--- src/rtl/pc_sequencer.sv ---
// Fetch-stage PC register: advances by STEP, or redirects on exception/jump/branch; 1-cycle latency.
// Stall holds the PC and drops same-cycle redirects; only an exception overrides a stall.
module pc_sequencer #(
  parameter int unsigned      WIDTH        = 32,
  parameter int unsigned      STEP         = 4,
  parameter logic [WIDTH-1:0] RESET_VECTOR = '0,
  parameter logic [WIDTH-1:0] EXC_VECTOR   = WIDTH'(32'h0000_0080),
  parameter int unsigned      CNT_WIDTH    = 16
) (
  input  logic                 clk,
  input  logic                 rst,
  input  logic                 stall,
  input  logic                 branch_valid,
  input  logic [WIDTH-1:0]     branch_target,
  input  logic                 jump_valid,
  input  logic [WIDTH-1:0]     jump_target,
  input  logic                 exc_valid,
  output logic [WIDTH-1:0]     pc,
  output logic [WIDTH-1:0]     pc_plus,
  output logic                 wrap,
  output logic                 misalign,
  output logic [CNT_WIDTH-1:0] adv_count
);

  localparam logic [WIDTH-1:0] STEP_W     = WIDTH'(STEP);
  // STEP is a power of two, so the low log2(STEP) bits must be zero; STEP=1 gives an empty mask.
  localparam logic [WIDTH-1:0] ALIGN_MASK = WIDTH'(STEP - 1);

  typedef enum logic [2:0] {
    ACT_EXC,
    ACT_HOLD,
    ACT_JUMP,
    ACT_BRANCH,
    ACT_SEQ
  } act_e;

  act_e                 act;
  logic [WIDTH-1:0]     redirect_target;
  logic                 target_misaligned;

  logic [WIDTH-1:0]     pc_d, pc_q;
  logic [WIDTH-1:0]     pc_plus_d, pc_plus_q;
  logic                 wrap_d, wrap_q;
  logic                 misalign_d, misalign_q;
  logic [CNT_WIDTH-1:0] adv_count_d, adv_count_q;

  always_comb begin
    act = ACT_SEQ;
    if (exc_valid) begin
      act = ACT_EXC;
    end else if (stall) begin
      act = ACT_HOLD;
    end else if (jump_valid) begin
      act = ACT_JUMP;
    end else if (branch_valid) begin
      act = ACT_BRANCH;
    end
    redirect_target   = jump_valid ? jump_target : branch_target;
    target_misaligned = |(redirect_target & ALIGN_MASK);
  end

  always_comb begin
    pc_d        = pc_q;
    wrap_d      = 1'b0;
    misalign_d  = 1'b0;
    adv_count_d = adv_count_q;
    case (act)
      ACT_EXC: begin
        pc_d        = EXC_VECTOR;
        adv_count_d = adv_count_q + CNT_WIDTH'(1);
      end
      ACT_HOLD: begin
        pc_d = pc_q;
      end
      ACT_JUMP, ACT_BRANCH: begin
        if (target_misaligned) begin
          pc_d       = EXC_VECTOR;
          misalign_d = 1'b1;
        end else begin
          pc_d = redirect_target;
        end
        adv_count_d = adv_count_q + CNT_WIDTH'(1);
      end
      default: begin
        // pc_plus_q already holds pc_q + STEP; it is smaller than pc_q only on carry-out.
        pc_d        = pc_plus_q;
        wrap_d      = (pc_plus_q < pc_q);
        adv_count_d = adv_count_q + CNT_WIDTH'(1);
      end
    endcase
    pc_plus_d = pc_d + STEP_W;
  end

  always_ff @(posedge clk) begin
    if (rst) begin
      pc_q        <= RESET_VECTOR;
      pc_plus_q   <= RESET_VECTOR + STEP_W;
      wrap_q      <= 1'b0;
      misalign_q  <= 1'b0;
      adv_count_q <= '0;
    end else begin
      pc_q        <= pc_d;
      pc_plus_q   <= pc_plus_d;
      wrap_q      <= wrap_d;
      misalign_q  <= misalign_d;
      adv_count_q <= adv_count_d;
    end
  end

  assign pc        = pc_q;
  assign pc_plus   = pc_plus_q;
  assign wrap      = wrap_q;
  assign misalign  = misalign_q;
  assign adv_count = adv_count_q;

endmodule

--- config.mk ---
export PLATFORM = sky130hd
export DESIGN_NAME = pc_sequencer
export DESIGN_NICKNAME = d
export VERILOG_FILES = /design/src/rtl/pc_sequencer.sv
export SDC_FILE = /design/constraint.sdc
export NUM_CORES = 1
export LEC_CHECK = 0
export CORE_MARGIN = 1
export CORE_UTILIZATION = 40
export CTS_CLUSTER_SIZE = 24
export DETAILED_ROUTE_END_ITERATION = 10
export GPL_ROUTABILITY_DRIVEN = 0
export HOLD_SLACK_MARGIN = 0.1
export PLACE_DENSITY = 0.7
export SETUP_SLACK_MARGIN = 0.1
export SLEW_MARGIN = 30
export SYNTH_ARGS = -nofsm -noshare
export SYNTH_HDL_FRONTEND = slang
export SYNTH_SLANG_ARGS = --single-unit
--- constraint.sdc ---
create_clock -name clk -period 3.7 [get_ports clk]
set_clock_uncertainty 0.1 [all_clocks]
set_input_delay 0.555 -clock clk [delete_from_list [all_inputs] [get_ports clk]]
set_output_delay 0.555 -clock clk [all_outputs]
set_load 0.02 [all_outputs]
# Word level (Yosys, flattened, before mapping)
# Cells that the tools add are included.
dict set report totals {
  ff_bits 82
  in_bits 70
  output_inout_bits 82
  wordCells 25
}
dict set report classes {
  addsub 2
  order_cmp 1
  n_eq_ne 3
  muxes 8
  bitwise 1
  reduce_logical 5
}
# operator n
set ops {}
lappend ops {{$pmux 32 s3} 1}
lappend ops {{$mux 32} 2}
lappend ops {{$add 32x3->32 const B} 1}
lappend ops {{$lt 32x32->1} 1}
lappend ops {{$add 16x1->16 const B} 1}
lappend ops {{$mux 3} 4}
lappend ops {{$eq 3x2->1 const B} 2}
lappend ops {{$reduce_or 2->1} 3}
lappend ops {{$reduce_or 5->1} 1}
lappend ops {{$eq 3x1->1 const B} 1}
lappend ops {{$logic_not 3->1} 1}
lappend ops {{$mux 1} 1}
lappend ops {{$not 1->1} 1}

# Depth between registers and ports, before layout
# Gate-level depths: netlist (run 1).
dict set report depth {
  word_depth 8
  depth_mapped 12
  depth_no_buf 10
}

# Least setup slack after synthesis (run 1)
# Ideal clock, no wire load.
dict set report synth_path {
  kind {input port to flip-flop}
  startpoint {in jump_valid}
  endpoint {reg pc_plus_q[30], in the netlist pc_plus[30]}
  setup_ps 123
  t_arrival_ps 2940
  setup_slack_ps 536
  stages 11
  cell_sequence {or3_1 buf_6 a211o_1 nor2_1 nor2_1 inv_1 ha_1 nor2b_1 nand4b_1 nor4b_1 mux2_1}
}
dict set report synth_between {
  elab_chain_len 7
  word_cells_on_any_way 13
}
# element line
set synth_rtl {}
lappend synth_rtl {{from (decl)} 15} ;# input logic jump_valid,
lappend synth_rtl {{$mux 3} 53} ;# end else if (jump_valid) begin
lappend synth_rtl {{$mux 3} 51} ;# end else if (stall) begin
lappend synth_rtl {{$mux 3} 49} ;# if (exc_valid) begin
lappend synth_rtl {{$eq 3x2->1} 67} ;# case (act)
lappend synth_rtl {{$reduce_or 2->1} 67}
lappend synth_rtl {{$pmux 32 s3 *} 67}
lappend synth_rtl {{named net pc_d[2]} 41} ;# logic [WIDTH-1:0] pc_d, pc_q;
lappend synth_rtl {{$add 32x3->32 *} 91} ;# pc_plus_d = pc_d + STEP_W;
lappend synth_rtl {{to (signal assigned)} 97} ;# pc_plus_q <= RESET_VECTOR + STEP_W;
lappend synth_rtl {{to (signal assigned)} 103} ;# pc_plus_q <= pc_plus_d;
lappend synth_rtl {{to (decl)} 42} ;# logic [WIDTH-1:0] pc_plus_d, pc_plus_q;
# The timed path passes the listed nets; every way through them passes the cells marked *.
# A chain may end at the register's enable or synchronous reset.

# Worst setup path in the final report (run 1)
dict set report layout_path {
  startpoint {in branch_valid}
  endpoint {reg pc_plus_q[30], in the netlist pc_plus[30]}
}
dict set report layout_between {
  elab_chain_len 8
  word_cells_on_any_way 11
}
# element line
set layout_rtl {}
lappend layout_rtl {{from (decl)} 13} ;# input logic branch_valid,
lappend layout_rtl {{$mux 3 *} 55} ;# end else if (branch_valid) begin
lappend layout_rtl {{$mux 3 *} 53}
lappend layout_rtl {{$mux 3 *} 51}
lappend layout_rtl {{$mux 3 *} 49}
lappend layout_rtl {{$eq 3x2->1} 67}
lappend layout_rtl {{$reduce_or 2->1} 67}
lappend layout_rtl {{$pmux 32 s3 *} 67}
lappend layout_rtl {{$add 32x3->32 *} 91}
# Mark *: on every way between the ends. The rest lies on a longest branch, timed or not.

==> results of run 1 <==
==> layer usage <==
metal | vias up | track usage
li1 | 2523 | -
met1 | 2432 | 0.311
met2 | 207 | 0.402
met3 | 19 | 0.0397
met4 | 0 | 0.0892
met5 | - | 0
==> worst max-delay path: cells and delay by family <==
kind                   cells  cell delay, ps
AO/OA/AOI/OAI              2             400
buffers and inverters      2             630
multiplexers               1             360
AND/OR/NAND/NOR            4            1600
==> final timing paths <==
path	to	startpoint	slack, ps
max reg2reg	pc_plus[30]	pc_plus[9]	770
min	adv_count[1]	adv_count[1]	410
min reg2reg	adv_count[1]	adv_count[1]	410
max	pc_plus[30]	branch_valid	270
==> cells by family (layout without fill, tap and decap cells) <==
family | Yosys count | in the layout | synth area share
and+or+nand+nor | 233 | 233 | 0.257
AOI/OAI and AO/OA | 125 | 125 | 0.164
DFF | 80 | 80 | 0.315
buffers and inverters | 74 | 251 | 0.0645
muxes | 38 | 38 | 0.0818
adders and majority gates | 32 | 32 | 0.0788
xor gates and xnor gates | 22 | 22 | 0.0379
==> registers in the layout, indices dropped and copies added, names as in the netlist, named ones only <==
name       flops
pc            30
misalign       1
wrap           1
adv_count     16
pc_plus       30
==> power by group <==
| part | total, uW | switching [uW] | internal [uW] |
|---|---|---|---|
| sequential | 890 | 13.8 | 876 |
| clock | 949 | 357 | 591 |
| combinational | 346 | 169 | 176 |
==> layout by cell type (no fill, tap or decap), drive strengths merged, types with 14 or more instances in the layout <==
cell type and instances:
a21oi 54, buf 48, clkdlybuf4s50 149, dfxtp 80, ha 32, inv 38
mux2 28, nand2 37, nor2 72, nor2b 14, nor3 24, nor4 17
or4b 17
==> cell type report <==
class | count | area share
clock inverter | 5 | 0.0111
multi-input combinational | 450 | 0.434
tap | 168 | 0.0286
clock buffer | 11 | 0.0317
inverter | 38 | 0.0194
sequential | 80 | 0.218
timing repair buffer | 197 | 0.257
==> through the flow <==
stage / instances / total power (uW) / hold WS (ps) / setup TNS, ps
finish: 949 / 2180 / 413 / 0
global route: 949 / 2260 / 434 / 0
CTS: 948 / 2190 / 416 / 0
detailed placement: 932 / 1250 / 398 / -217
global placement: 932 / 1240 / 375 / -75.1
floorplan: 604 / 1080 / 457 / 0
==> repair_timing <==
action,in CTS,in global routing
buffers inserted,0,1
hold endpoints to repair,0,0
endpoints found under the setup margin,0,3
resized for setup,0,8
hold buffers,0,0
==> results by stage, run 1 <==
Flow run:
- The tool flagged a number of max-cap violations equal to 0.

Worst setup path:
- The largest individual stage delay along the critical path comes from the cell or4b_2.
- The maximum net fanout on the critical path is 25.
- The worst setup path is launched from an input pin.
- The worst setup path is captured at a flip-flop.
- Data on the critical path is required at its endpoint by 3830 ps.
- The signal on the critical path passes through clkdlybuf4s50_1 > buf_12 > or4b_2 > a21oi_1 > a21oi_1 > nor4_4 > nand4_2 > nor4b_1 > mux2_1.
- Counting stages on the worst path, the most repeated cell is a21oi_1.
- Counting cells, the worst reg-to-reg path comes to 8.
- The data arrival time at the worst-slack endpoint is 3560 ps.
- The critical path is of the input pin to flip-flop type.
- The maximum single-stage delay on the critical path is 640 ps.

Route:
- The pre-antenna-repair detailed-routing pass consisted of 5 iterations.
- The met3 routed wirelength is 1080 um.
- The vias per cell is 5.46.
- The iteration-0 DRC count of the detailed router is 229.
- The wire length on met2 is 7380 um.
- The DRC violation count after routing is 0.
- Routed signal wires occupy layers up through met4.
- Detailed routing inserted a total of 5,181 vias.
- The routed wire length per instance is 16.6 um.
- The count of nets left with antenna violations once routing finished came out at 0.
- After detailed routing, the total wire length is 15,800 um.
- In the final routing, the length of wire on met1 measures 7060 um.

Yosys:
- Of the synthesized area, sequential elements account for 0.315.
- The leading cell type by number of instances after synthesis is dfxtp_1.
- The area of the mapped netlist is 5080 um2.
- The synthesized area divided by synthesized cell count is 8.41 um2.
- For this run, the leading register cell type out of synthesis is dfxtp_1.
- The biggest area consumer among synthesized cells is dfxtp_1.
- Sorting the synthesized cells by how often they occur yields 80 x dfxtp_1, 72 x nor2_1, 52 x a21oi_1, 38 x inv_1, 37 x nand2_1.
- Yosys mapped the design onto 65 distinct sky130hd cell types.
- The number of flops mapped to enable cells by yosys is 0.
- The synthesis warning total is 0.
- The fraction of registers with async set or reset after synthesis is 0.
- After synthesis the netlist holds a flip-flop and latch count of 80.
- Ranked by total cell area, the synthesized netlist is headed by dfxtp_1 32%, ha_1 7.9%, nor2_1 5.3%, mux2_2 5.3%, a21oi_1 5.1%.
- The number of nets produced by synthesis is 706.
- The fraction of post-synthesis cell area in the top cell type by area is 0.315.
- The number of cells produced by synthesis is 604.

CTS:
- The clock net in this run drives a total of 80 sinks.
- After clock tree synthesis, the clock-pin slew on the worst setup and hold paths is 60 ps.
- The TritonCTS clock tree is built.
- The tree is rooted in a clkbuf_16.
- The clock latency on the worst-skew pair is 340 ps.
- The clock passes through at most 2 buffers.
- The H-tree depth reported by CTS is 3.
- The number of clock buffers inserted by TritonCTS is 9.

Timing:
- The maximum clock frequency is 291 MHz.
- Setup violations remaining at the end of the flow were counted as 0.
- The routed design could run at a clock period as short as 3430 ps.
- For the pin with the worst max-slew slack, the measured transition is 842 ps.
- Setup repair after global routing left no endpoint under its margin.
- Setup slack on the critical path of the routed design comes to 268 ps.
- The number of pins exceeding their max-slew limit in the final report was 0.
- The number of hold-slack violations in the final timing report is 0.
- The final cycle utilization of the critical path is 0.927.
- The worst max-slew margin expressed relative to the limit is 0.439.

Status:
- The run finished with clean final reports.

Floorplan:
- The floorplan step defined a die boundary enclosing 13,200 um2.
- The count of standard-cell rows is 40.
- The die is 115 um wide.
- The number of primary I/O pins is 152.
- The floorplan core area is 12,200 um2.
- The initial standard-cell utilization of the core is 0.416.
- The height of the die is 115 um.

GRT:
- The first global-routing pass estimated 24,700 um of wire.
- Entering global routing, the biggest net connects 47 pins.
- The residual overflow from global routing is 0.
- The number of global-route vias before repair is 4,956.
- For this run, the total global-route usage over all layers was measured as 0.240.
- The number of antenna violations at the first check in global routing is 0.

Placed design:
- In this run the cell area measured after placement is 6980 um2.
- The minimum setup slack after placement is -97.6 ps.
- The estimated wirelength of the detail-placed design is 12,100 um.
- The number of port buffers is 151.

Finish:
- The multi-input combinational cell area is 3190 um2.
- The filler cells instantiated in the layout total 1,104.
- The number of nets in the final layout is 878.
- The sequential cell area is 1600 um2.
- The utilization after layout is 0.601.
- The area of all placed cells without fillers is 7340 um2.
- In the final layout, the share of cells above drive strength 1 is 0.154.
- From synthesis to final layout, the design area changed by 44.5%.
- The repair_antennas step left the layout with diodes totalling 0.

Power and ir drop:
- The worst IR drop on VDD is 0.184 mV.
- For this design the static power due to leakage is 0.00273 uW.
- The power density over cell area is 297 nW/um2.

Min path:
- The number of cells on the worst hold path is 2.
- In this run the worst hold path is classified as flip-flop to flip-flop.
(Power assumes the default switching activity.)
==> run 2: changes to the inputs <==
--- a/config.mk
+++ b/config.mk
@@ -5,13 +5,15 @@
 export SDC_FILE = /design/constraint.sdc
 export NUM_CORES = 1
 export LEC_CHECK = 0
+export CELL_PAD_IN_SITES_DETAIL_PLACEMENT = 0
+export CELL_PAD_IN_SITES_GLOBAL_PLACEMENT = 1
 export CORE_MARGIN = 1
-export CORE_UTILIZATION = 40
+export CORE_UTILIZATION = 35
 export CTS_CLUSTER_SIZE = 24
 export DETAILED_ROUTE_END_ITERATION = 10
 export GPL_ROUTABILITY_DRIVEN = 0
 export HOLD_SLACK_MARGIN = 0.1
-export PLACE_DENSITY = 0.7
+export PLACE_DENSITY_LB_ADDON = 0.1
 export SETUP_SLACK_MARGIN = 0.1
 export SLEW_MARGIN = 30
 export SYNTH_ARGS = -nofsm -noshare
==> results by stage, run 2 (synthesis results as in run 1) <==
Timing:
- The number of pins exceeding their max-slew limit in the final report came to 0 (unchanged).
- The worst hold slack was 398 ps (-15.0 ps).
- The post-layout minimum cycle time is 3470 ps (+39.3 ps).
- The actual slew at the worst max-slew pin is 866 ps (+24.3 ps).
- The final number of setup-violating endpoints is 0 (unchanged).
- The number of hold-slack violations in the final timing report is 0 (unchanged).
- The maximum clock frequency is 288 MHz (-1.1%).
- The worst max-slew margin expressed relative to the limit is 0.422 (-0.0162).
- The final cycle utilization of the critical path is 0.938 (+0.0106).
- Setup repair after global routing could not meet its margin everywhere.

CTS:
- TritonCTS built the clock tree.
- The clock latency on the worst-skew pair came to 340 ps (about the same).
- The number of clock buffers inserted by TritonCTS was 9 (unchanged).
- The maximum clock insertion buffer count is 2 (unchanged).
- The H-tree depth reported by CTS is 3 (unchanged).
- The clock sink total was 80 (unchanged).
- The clock-pin slew on the worst setup and hold paths is 60 ps (about the same).
- The clock root buffer master is clkbuf_16.

GRT:
- The residual overflow from global routing came to 0 (unchanged).
- The maximum number of pins on one net before global-route repair came to 45 (-4.3%).
- The global-route usage over all layers was 0.222 (-0.0179).
- The number of global-route vias before repair is 5,047 (+1.8%).
- The number of antenna violations at the first check in global routing is 0 (unchanged).
- The global-route wire length before repair is 25,600 um (+3.8%).

Flow run:
- The total of max-cap violations is 0 (unchanged).

Power and ir drop:
- The worst IR drop on VDD was 0.199 mV (+7.9%).
- The power consumption is 2120 uW (-3.1%).
- The static leakage power is 0.00280 uW (+2.6%).
- The power density over cell area is 284 nW/um2 (-4.6%).

Finish:
- The filler cell count is 1,321 (+20%).
- The sequential cell area is 1600 um2 (unchanged).
- The number of nets in the final layout was 900 (+2.5%).
- Leaving out fill and tap cells, the most frequent cell in the layout is clkdlybuf4s50_1.
- The area overhead of the layout relative to synthesis is 46.7%.
- The multi-input combinational cell area was 3170 um2 (-0.63%).
- Leaving out fill and tap cells, the most frequent cells in the layout are 149 x clkdlybuf4s50_1, 80 x dfxtp_1, 72 x nor2_1.
- The number of antenna cells inserted is 0 (unchanged).
- The fraction of final layout cells with drive strength greater than 1 is 0.171 (+0.0176).

Worst setup path:
- The type of destination of the critical path is a flip-flop.
- The worst register-to-register path ends at pc_plus[27].
- The required time of the critical path is 3830 ps (about the same).
- STA classifies the critical path startpoint as an input pin.
- The register-to-register path setup slack is 810 ps (+40 ps).
- The maximum net fanout on the critical path was 14 (-44%).
- The critical register-to-register path startpoint is pc_plus[12].
- The critical path in this run is classified as input pin to flip-flop.
- The data arrival time at the worst-slack endpoint was 3600 ps (+40 ps).
- The depth of the most critical reg-to-reg path was 8 (unchanged).

Route:
- The routed wire length per instance came to 17.0 um (+2.1%).
- The total via count in the routed design is 5,251 (+1.4%).
- The vias per cell was 5.36 (-1.9%).
- The sum of routed wire length over all layers is 16,600 um (+5.5%).
- The number of detailed-route iterations in the first pass is 5 (unchanged).
- The DRC violation count after routing came to 0 (unchanged).
- The iteration-0 DRC count of the detailed router came to 220 (-3.9%).
- The number of nets with antenna violations after routing was 0 (unchanged).

Floorplan:
- The floorplan core area was 14,000 um2 (+15%).
- The width of the die is 122 um (+6.8%).
- The height of the die is 122 um (+6.8%).
- The count of standard-cell rows is 43 (+7.5%).
- The number of primary I/O pins is 152 (unchanged).
- The die footprint is 15,000 um2 (+14%).
- The initial standard-cell utilization of the core came to 0.362 (-0.0542).

Placed design:
- The number of port buffers is 151 (unchanged).
- The estimated wirelength of the detail-placed design is 12,900 um (+6.7%).

Status:
- The flow ran to the end, and the final reports show no timing, DRC or antenna violations.

Min path:
- The min-delay analysis places its worst path in the category flip-flop to flip-flop.
- The number of cells on the worst hold path was 1 (-1).
-- run 2: changes by cell type in the layout (fill, tap and decap cells not counted), sizes merged --
cell,previous run,this run
bufinv,2,1
clkinvlp,1,2
buf,48,70
clkbuf,11,10
clkinv,2,0
-- run 2: metrics by stage --
stage / worst slack (ps) / std cells / area, um2 / TNS [ps] / utilization
floorplan: 536 / 604 / 5080 / 0 / -
global placement: -89.1 / 966 / 7150 / -106 / 0.509
detailed placement: -102 / 966 / 7150 / -499 / 0.509
CTS: 238 / 979 / 7430 / 0 / 0.529
global route: 71.9 / 980 / 7460 / 0 / 0.531
finish: 229 / 980 / 7460 / 0 / 0.531
-- run 2: where the power goes --
| group | leakage, uW | total [uW] | internal (uW) | switching [uW] |
|---|---|---|---|---|
| Sequential | 0.000647 | 891 | 876 | 14.7 |
| Combinational | 0.00202 | 354 | 183 | 171 |
| Clock | 0.000133 | 871 | 529 | 341 |
| Total | 0.00280 | 2120 | 1590 | 527 |
-- run 2: routing by layer --
metal	up-vias	part of all wire	track usage
met3	18	0.057	0.0358
met5	-	0	0
met1	2492	0.46	0.287
met4	0	0.016	0.0770
met2	178	0.47	0.373
li1	2563	-	-
-- run 2: final cells by class --
class	instances	share of cell area
clock inverter	3	0.00604
clock buffer	10	0.0321
inverter	38	0.0191
timing repair buffer	219	0.273
multi-input combinational	450	0.425
sequential	80	0.215
tap	180	0.0302
-- run 2: repair_timing --
action | 4_1_cts | 5_1_grt
gates resized for setup | 0 | 4
setup endpoints to repair | 0 | 5
hold buffers | 0 | 0
setup buffers | 0 | 1
-- run 2: worst max path at each step --
stage / from / endpoint / slack, ps / depth (start not counted)
final: jump_target[0] / pc_plus[27] / 230 / 10
after global routing: branch_valid / pc_plus[21] / 70 / 10
after CTS: branch_target[0] / pc_plus[30] / 240 / 10
after detailed placement: branch_target[0] / pc_plus[30] / -100 / 10
after global placement: jump_target[0] / pc_plus[26] / -90 / 12
after floorplan: jump_valid / pc_plus[30] / 540 / 11
-- run 2: critical path, cell delays in order --
cell and delay [ps]:
clkdlybuf4s50_1 420, or3b_1 540, a211oi_4 360, buf_4 270, a21oi_1 90, nor4_2 350, nand2b_1 110, buf_4 200
nor4_1 320, mux2_2 370
